## src/rtl/fht_bank_wr.sv

```systemverilog
// fht_bank_wr: write-back controller for the FHT engine.
// Realigns the registered butterfly results with the read beat that produced
// them (LAT cycles earlier), writes them to the four banks, counts beats per
// stage, flips the ping-pong page and flags stage / transform completion.
module fht_bank_wr #(
  parameter int D_BIT  = 17,
  parameter int A_BIT  = 8,
  parameter int LAT    = 4,
  parameter int ST_BIT = 4
) (
  input  logic                    iCLK,
  input  logic                    iRESET,
  input  logic                    iSTART,
  input  logic                    iST_LAST,
  input  logic                    iRD_VALID,
  input  logic [A_BIT-1:0]        iRD_ADDR,
  input  logic signed [D_BIT-1:0] iY_0,
  input  logic signed [D_BIT-1:0] iY_1,
  input  logic signed [D_BIT-1:0] iY_2,
  input  logic signed [D_BIT-1:0] iY_3,
  output logic                    oWR_EN,
  output logic [A_BIT-1:0]        oWR_ADDR,
  output logic                    oWR_PAGE,
  output logic signed [D_BIT-1:0] oD_0,
  output logic signed [D_BIT-1:0] oD_1,
  output logic signed [D_BIT-1:0] oD_2,
  output logic signed [D_BIT-1:0] oD_3,
  output logic                    oBUSY,
  output logic [ST_BIT-1:0]       oSTAGE,
  output logic                    oSTAGE_DONE,
  output logic                    oFHT_DONE,
  output logic                    oERR
);

  typedef enum logic {IDLE = 1'b0, RUN = 1'b1} state_t;

  localparam logic [A_BIT:0]    CNT_ONE  = {{A_BIT{1'b0}}, 1'b1};
  localparam logic [A_BIT:0]    CNT_FULL = {1'b1, {A_BIT{1'b0}}};
  localparam logic [ST_BIT-1:0] ST_ONE   = {{(ST_BIT-1){1'b0}}, 1'b1};

  state_t                    state_q, state_d;
  logic [LAT-1:0]            dl_vld_q, dl_vld_d;
  logic [LAT-1:0][A_BIT-1:0] dl_addr_q, dl_addr_d;
  logic [A_BIT:0]            cnt_q, cnt_d, cnt_inc;
  logic                      wr_en_q, wr_en_d;
  logic                      stage_done_q, stage_done_d;
  logic                      fht_done_q, fht_done_d;
  logic                      err_q, err_d;
  logic                      page_q, page_d;
  logic [ST_BIT-1:0]         stage_q, stage_d;
  logic [A_BIT-1:0]          addr_q, addr_d;
  logic [3:0][D_BIT-1:0]     dat_q, dat_d;

  logic                      tap_vld;
  logic [A_BIT-1:0]          tap_addr;
  logic                      busy, start_acc, beat;

  // Tap of the delay line lines up with the iY_x sample of the same beat.
  assign tap_vld  = dl_vld_q[LAT-1];
  assign tap_addr = dl_addr_q[LAT-1];

  // Delay line: shifts every cycle regardless of state.
  always_comb begin
    dl_vld_d     = dl_vld_q;
    dl_addr_d    = dl_addr_q;
    dl_vld_d[0]  = iRD_VALID;
    dl_addr_d[0] = iRD_ADDR;
    for (int i = 1; i < LAT; i++) begin
      dl_vld_d[i]  = dl_vld_q[i-1];
      dl_addr_d[i] = dl_addr_q[i-1];
    end
  end

  // FSM state register.
  always_ff @(posedge iCLK or negedge iRESET) begin
    if (!iRESET) state_q <= IDLE;
    else         state_q <= state_d;
  end

  // FSM next state: leave RUN the cycle after the final beat is registered.
  always_comb begin
    state_d = state_q;
    case (state_q)
      IDLE: if (iSTART)       state_d = RUN;
      RUN:  if (stage_done_q) state_d = IDLE;
    endcase
  end

  // FSM outputs: start is only taken in IDLE, beats are only written in RUN.
  always_comb begin
    busy      = (state_q == RUN);
    start_acc = (state_q == IDLE) && iSTART;
    beat      = busy && tap_vld;
  end

  // Write-beat datapath, beat counter, page/stage bookkeeping.
  always_comb begin
    cnt_inc      = cnt_q + CNT_ONE;
    cnt_d        = cnt_q;
    addr_d       = addr_q;
    dat_d        = dat_q;
    page_d       = page_q;
    stage_d      = stage_q;
    wr_en_d      = beat;
    stage_done_d = beat && (cnt_inc == CNT_FULL);
    fht_done_d   = stage_done_d && iST_LAST;
    err_d        = err_q | (tap_vld && !busy);
    if (start_acc)  cnt_d = '0;
    else if (beat)  cnt_d = cnt_inc;
    if (beat) begin
      addr_d = tap_addr;
      dat_d  = {iY_3, iY_2, iY_1, iY_0};
    end
    // Final stage of a transform rewinds page/stage for the next one.
    if (stage_done_q) begin
      if (fht_done_q) begin
        page_d  = 1'b0;
        stage_d = '0;
      end else begin
        page_d  = ~page_q;
        stage_d = stage_q + ST_ONE;
      end
    end
  end

  // Datapath registers; reset aborts any stage and drops in-flight beats.
  always_ff @(posedge iCLK or negedge iRESET) begin
    if (!iRESET) begin
      dl_vld_q     <= '0;
      dl_addr_q    <= '0;
      cnt_q        <= '0;
      wr_en_q      <= 1'b0;
      stage_done_q <= 1'b0;
      fht_done_q   <= 1'b0;
      err_q        <= 1'b0;
      page_q       <= 1'b0;
      stage_q      <= '0;
      addr_q       <= '0;
      dat_q        <= '0;
    end else begin
      dl_vld_q     <= dl_vld_d;
      dl_addr_q    <= dl_addr_d;
      cnt_q        <= cnt_d;
      wr_en_q      <= wr_en_d;
      stage_done_q <= stage_done_d;
      fht_done_q   <= fht_done_d;
      err_q        <= err_d;
      page_q       <= page_d;
      stage_q      <= stage_d;
      addr_q       <= addr_d;
      dat_q        <= dat_d;
    end
  end

  assign oWR_EN      = wr_en_q;
  assign oWR_ADDR    = addr_q;
  assign oWR_PAGE    = page_q;
  assign oD_0        = dat_q[0];
  assign oD_1        = dat_q[1];
  assign oD_2        = dat_q[2];
  assign oD_3        = dat_q[3];
  assign oBUSY       = busy;
  assign oSTAGE      = stage_q;
  assign oSTAGE_DONE = stage_done_q;
  assign oFHT_DONE   = fht_done_q;
  assign oERR        = err_q;

endmodule

```

## config.mk

```make
export PLATFORM = sky130hd
export DESIGN_NAME = fht_bank_wr
export DESIGN_NICKNAME = d
export VERILOG_FILES = /design/src/rtl/fht_bank_wr.sv
export SDC_FILE = /design/constraint.sdc
export NUM_CORES = 1
export LEC_CHECK = 0
export CORE_MARGIN = 5
export CORE_UTILIZATION = 45
export CTS_BUF_LIST = sky130_fd_sc_hd__clkbuf_8
export DETAILED_ROUTE_END_ITERATION = 10
export PLACE_DENSITY_LB_ADDON = 0.12
export REMOVE_ABC_BUFFERS = 1
export SLEW_MARGIN = 20
export SYNTH_ARGS = -nofsm -noshare
export SYNTH_HDL_FRONTEND = slang
export SYNTH_SLANG_ARGS = --single-unit
```

## constraint.sdc

```tcl
create_clock -name iCLK -period 2 [get_ports iCLK]
set_input_delay 0.3 -clock iCLK [delete_from_list [all_inputs] [get_ports iCLK]]
set_output_delay 0.3 -clock iCLK [all_outputs]
set_load 0.02 [all_outputs]
```

* Word level (Yosys, flattened, before mapping)
Index checks and enable logic that the tools add are counted.
Word-level totals: output and inout port bits 86, input port bits 81, register bits 131
Operators by class: equality and inequality tests 1, muxes and demuxes 7, $add $sub $neg 2, bitwise logic cells 3, reduce and logical (&&, ||, !) cells 7
Operator list (count):
- 2-to-1 mux 9 bit | 2
- adder 9 x 1 -> 9 bit (second input constant) | 1
- equality test 9 bit (second input constant) | 1
- logical AND 1 bit | 5
- adder 4 x 1 -> 4 bit (second input constant) | 1
- 2-to-1 mux 4 bit | 1
- 2-to-1 mux 1 bit | 3
- inverter 1 bit | 2
- one-hot mux 1 bit (2 select lines) | 1
- nonzero test 2 bit | 1
- zero test 1 bit | 1
- OR 1 bit | 1

* Depth between registers and ports, before layout
depth in word-level cells 4, depth in mapped cells 6, depth with buffers taken out 5

* Worst setup path before layout
No wires, ideal clock.
kind register to register, from register cnt_q[0], to register fht_done_q, in the netlist oFHT_DONE, cell stages (with the launch flop) 6, data arrival time 1407 ps, clock period less this slack 1502 ps, path buffers 0, slack 498 ps, cells stage by stage dfrtp_1 ha_1 and4_1 nand4_1 xnor2_1 nor4_2
On the way: longest elaborated chain between the ends 4
RTL lines:
- from (decl) | line 44 | logic [A_BIT:0] cnt_q, cnt_d, cnt_inc;
- from (signal assigned) | line 143 | cnt_q <= cnt_d;
- adder 9 x 1 -> 9 bit | line 98 | cnt_inc = cnt_q + CNT_ONE;
- equality test 9 bit | line 105 | stage_done_d = beat && (cnt_inc == CNT_FULL);
- logical AND 1 bit | line 105
- logical AND 1 bit | line 106 | fht_done_d = stage_done_d && iST_LAST;
- via fht_done_d | line 47 | logic fht_done_q, fht_done_d;
- to (signal assigned) | line 146 | fht_done_q <= fht_done_d;
- to (decl) | line 47
The timed path passes the listed nets, and every way through them passes these cells. A chain may end at the register's enable or synchronous reset.

* Final worst setup path
from register state_q, in the netlist oBUSY, to output port oBUSY
RTL lines:
- from (decl) | line 41 | state_t state_q, state_d;
- from (signal assigned) | line 77 | else state_q <= state_d;
- to (decl) | line 28 | output logic oBUSY,
No word-level cell between the ends.

==> report_table.html <==
<table>
<tr><th>Metric</th><th>Value</th></tr>
<tr><th colspan="2">Placement</th></tr>
<tr><td>Routability congestion estimate from global placement</td><td>around 0.78</td></tr>
<tr><td>Total of buffers placed on input and output ports</td><td>about 170</td></tr>
<tr><td>Placed Instances</td><td>between 700 and 800</td></tr>
<tr><td>Post-detail-place hpwl</td><td>between 7 and 8 mm</td></tr>
<tr><th colspan="2">Clock tree</th></tr>
<tr><td>Clock tree from TritonCTS</td><td>done</td></tr>
<tr><td>Clk slew on worst S/H paths</td><td>0.08 ns</td></tr>
<tr><td>Clk Latency, worst-skew pair</td><td>0.42 ns</td></tr>
<tr><td>CTS buffer count</td><td>17</td></tr>
<tr><td>Number of gates resized after cts</td><td>0</td></tr>
<tr><td># clock sinks</td><td>roughly 130</td></tr>
<tr><td>Count of H-tree levels built during CTS</td><td>4</td></tr>
<tr><td>Longest Clk Path Bufs</td><td>2</td></tr>
<tr><td>Buffer type at the clock tree root</td><td>clkbuf_8</td></tr>
<tr><th colspan="2">Run status</th></tr>
<tr><td>Run status</td><td>completed</td></tr>
<tr><th colspan="2">GRT</th></tr>
<tr><td>Initial antenna violation count</td><td>0</td></tr>
<tr><td>Residual overflow from global routing</td><td>0</td></tr>
<tr><td>Pin count of the biggest net entering global routing</td><td>85</td></tr>
<tr><td>Wire length of the first global-routing pass</td><td>~18 mm</td></tr>
<tr><td>Vias in the first global route</td><td>3,660</td></tr>
<tr><td>Total Routing Usage GR</td><td>0.181</td></tr>
<tr><th colspan="2">Worst setup path</th></tr>
<tr><td>Critical R2R Capture</td><td>oSTAGE_DONE</td></tr>
<tr><td>Critical Path Max Stage Delay</td><td>roughly 0.65 ns</td></tr>
<tr><td>Kind of start point of the critical path</td><td>flip-flop</td></tr>
<tr><td>Delay-heaviest family, CP</td><td>buffers and inverters</td></tr>
<tr><td>Crit path max fanout</td><td>5</td></tr>
<tr><td>Cell with the biggest individual delay on the critical path</td><td>clkdlybuf4s50_1</td></tr>
<tr><td>Arrival time worst endpoint</td><td>1.50 ns</td></tr>
<tr><td>Nature of the critical path endpoint</td><td>output pin</td></tr>
<tr><td>Number of cell instances on the worst register-to-register path</td><td>5</td></tr>
<tr><td>Critical path launch point</td><td>oBUSY</td></tr>
<tr><td>Crit path required time</td><td>approximately 1.7 ns</td></tr>
<tr><td>Launch point of the worst reg-to-reg path</td><td>cnt_q[0]</td></tr>
<tr><td>Worst path bufs/invs</td><td>1</td></tr>
<tr><td>Crit path cell chain</td><td>clkdlybuf4s50_1</td></tr>
<tr><td>Reg-to-reg slack, setup</td><td>0.29 ns</td></tr>
<tr><td>Critical path start-end classification</td><td>reg2out</td></tr>
<tr><th colspan="2">STA</th></tr>
<tr><td>Max-slew violations</td><td>0</td></tr>
<tr><td>Hold_ws</td><td>0.312 ns</td></tr>
<tr><td>Minimum period implied by the final worst setup slack</td><td>1.80 ns</td></tr>
<tr><td>Total Negative Setup Slacks</td><td>0 ns</td></tr>
<tr><td>Final cycle utilization of the critical path</td><td>0.901</td></tr>
<tr><td>Setup Viol. Count Final</td><td>0</td></tr>
<tr><td>Worst slew margin relative to its limit</td><td>0.706</td></tr>
<tr><td>Highest clock rate</td><td>555 MHz</td></tr>
<tr><td>Tightest Pin Transition</td><td>roughly 0.44 ns</td></tr>
<tr><td>Setup repair after global routing missed its margin</td><td>no</td></tr>
<tr><td>Clock Skew</td><td>about 0.0097 ns</td></tr>
<tr><td>Hold Violations, Final</td><td>0</td></tr>
<tr><th colspan="2">Logic synthesis</th></tr>
<tr><td>Seq cells post-synth</td><td>131</td></tr>
<tr><td>Proportion of synthesized chip area in sequential cells</td><td>0.699</td></tr>
<tr><td>Async set or reset register ratio after synthesis</td><td>1.00</td></tr>
<tr><td>Synth unique cells</td><td>36</td></tr>
<tr><td>Top FF cell, synth</td><td>dfrtp_1</td></tr>
<tr><td>Multiplexer fraction of the synthesized cell area</td><td>0.00427</td></tr>
<tr><td>Post-synthesis simple-gate area fraction</td><td>0.215</td></tr>
<tr><td>Parity-gate share of the synthesized area counting xor and xnor cells</td><td>0.00560</td></tr>
<tr><td>Number of instances in the synthesized netlist</td><td>around 450</td></tr>
<tr><td>Share of the synthesized area in compound gates (AO/OA/AOI/OAI)</td><td>0.0422</td></tr>
<tr><td>Combinational family with the most area after synthesis</td><td>simple AND/OR/NAND/NOR gates</td></tr>
<tr><td>YS warnings</td><td>0</td></tr>
<tr><td>Average size of a mapped cell</td><td>approximately 10 sq um</td></tr>
<tr><td>Post-synthesis cell area</td><td>0.00469 sq mm</td></tr>
<tr><td>Adder and majority cell fraction of the synthesized area</td><td>0.00534</td></tr>
<tr><td>Number of enable flip-flop cells after synthesis</td><td>0</td></tr>
<tr><th colspan="2">Hold path</th></tr>
<tr><td>Worst hold start</td><td>iRD_ADDR[1]</td></tr>
<tr><td>Hold endpoint</td><td>dl_addr_d[9]</td></tr>
<tr><td>Cell count of the worst hold path</td><td>1</td></tr>
<tr><td>Path type of the worst min-delay path</td><td>in2reg</td></tr>
<tr><th colspan="2">Route</th></tr>
<tr><td>Total via count after detailed routing</td><td>between 3,000 and 4,000</td></tr>
<tr><td>Residual DRC</td><td>0</td></tr>
<tr><td>ANT nets after route</td><td>0</td></tr>
<tr><td>First-pass iteration count of the detailed router</td><td>4</td></tr>
<tr><td>Wire per inst</td><td>14.2 microns</td></tr>
<tr><td>Via density per instance</td><td>between 4 and 5</td></tr>
<tr><td>Starting DRC count in detailed routing</td><td>between 200 and 250</td></tr>
<tr><td>Routed wire length</td><td>roughly 11 mm</td></tr>
<tr><th colspan="2">Pwr</th></tr>
<tr><td>Final total power</td><td>6.20 mW</td></tr>
<tr><td>Power per cell area</td><td>898 mW/mm^2</td></tr>
<tr><td>Static power due to leakage</td><td>~3.3 nW</td></tr>
<tr><td>Peak supply drop</td><td>between 500 and 600 uV</td></tr>
<tr><th colspan="2">Run</th></tr>
<tr><td># Max-Cap Violations</td><td>0</td></tr>
<tr><th colspan="2">Floorplan</th></tr>
<tr><td>Placeable core area</td><td>0.0102 sq mm</td></tr>
<tr><td>Height of the chip</td><td>between 100 and 150 microns</td></tr>
<tr><td>Top-Level Pins</td><td>167</td></tr>
<tr><td>DIE AREA</td><td>roughly 0.013 sq mm</td></tr>
<tr><td>Effective utilization at floorplan</td><td>0.458</td></tr>
<tr><td>Site Rows</td><td>37</td></tr>
<tr><td>Horizontal die dimension</td><td>112 microns</td></tr>
<tr><th colspan="2">Layout</th></tr>
<tr><td>Final core utilization</td><td>0.675</td></tr>
<tr><td>Fin cells</td><td>770</td></tr>
<tr><td>Synth-to-Final Area Change</td><td>47.3%</td></tr>
<tr><td>Layout net count</td><td>between 700 and 800</td></tr>
<tr><td>Final-layout fill cell count</td><td>791</td></tr>
<tr><td>Share of layout cells above drive strength 1</td><td>0.0726</td></tr>
<tr><td>Final antenna diode count</td><td>0</td></tr>
</table>
-- stage by stage --
stage / instance area, sq um / worst slack [ns]
after floorplan: 4580 / -1.51
after global placement: 6500 / 0.423
after detailed placement: 6500 / 0.346
after CTS: 6910 / 0.153
after global routing: 6910 / 0.101
final: 6910 / 0.198
-- cells by family (layout without fill, tap and decap cells) --
logic type | after synthesis | after routing
AND/OR/NAND/NOR | 254 | 254
flip-flops | 131 | 131
AO/OA/AOI/OAI | 31 | 31
buffers and inverters | 29 | 211
XOR/XNOR | 3 | 3
adder cells (fa/ha/maj) | 2 | 2
multiplexers | 2 | 2
-- worst max-delay path by stage --
stage / end / depth (start not counted)
finish: oBUSY / 1
global placement: oFHT_DONE / 5
detailed placement: oSTAGE_DONE / 5
global route: oBUSY / 1
floorplan: cnt_q[8] / 5
CTS: oBUSY / 1
-- registers in the layout (all words and copies together), names as in the netlist --
register	count
dl_addr_d	24
oD_0	17
oD_1	17
oD_2	17
oD_3	17
cnt_q	9
oWR_ADDR	8
tap_addr	8
dl_vld_q	4
oSTAGE	4
oBUSY	1
oERR	1
oFHT_DONE	1
oSTAGE_DONE	1
oWR_EN	1
oWR_PAGE	1
-- metal layers --
metal | vias up | part of all wire | global-route usage | routed length (microns)
met5 | - | 0 | 0 | 0
met4 | 0 | 0.026 | 0.0897 | 285
met3 | 24 | 0.065 | 0.0609 | 706
met2 | 105 | 0.50 | 0.291 | 5460
met1 | 1714 | 0.41 | 0.218 | 4490
li1 | 1754 | - | - | -
-- power by group --
group / total (mW) / internal, mW / leakage (nW) / switching (mW)
clock: 2.19 / 1.15 / 0.200 / 1.04
combinational: 1.02 / 0.500 / 1.50 / 0.525
sequential: 2.98 / 2.86 / 1.60 / 0.125
total: 6.20 / 4.51 / 3.29 / 1.69
-- cell usage after synthesis, drive strengths merged, types with 2 or more instances --
cell    count  share of area
nand2b      2         0.0027
buf        15          0.017
o21ai      12          0.013
nor2        3         0.0024
inv         6         0.0048
a21oi       6         0.0072
nor4        2         0.0053
nand2     233           0.19
o22ai       2         0.0027
nand3       4         0.0043
nand4       3         0.0040
clkbuf      8         0.0064
xnor2       3         0.0056
mux2i       2         0.0043
a41oi       2         0.0037
ha          2         0.0053
dfrtp     131           0.70
a21o        3         0.0048
-- final cells by class --
class | count | area (sq um) | share of cell area
flip-flops and latches | 131 | 3280 | 0.475
clock inverters | 14 | 151 | 0.0219
repair buffers | 173 | 1760 | 0.254
clock buffers | 18 | 248 | 0.0359
well taps | 136 | 170 | 0.0246
multi-input cells | 292 | 1280 | 0.186
inverters | 6 | 22.5 | 0.00326
-- cells in the final DEF (no fill, tap or decap), drive strengths merged, types with 3 or more instances in the layout --
cell type	synthesis	final
clkbuf	8	18
clkinv	0	6
a21o	3	3
xnor2	3	3
o21ai	12	12
clkdlybuf4s50	0	165
nor2	3	3
nand3	4	4
nand4	3	3
buf	15	7
inv	6	10
nand2	233	233
a21oi	6	6
dfrtp	131	131
-- timing repair --
item                      4_1_cts  5_1_grt
hold buffers                    1        0
hold endpoints to repair       40        0
setup buffers                   0        0
No activity file was read; power rests on OpenSTA's default activity.
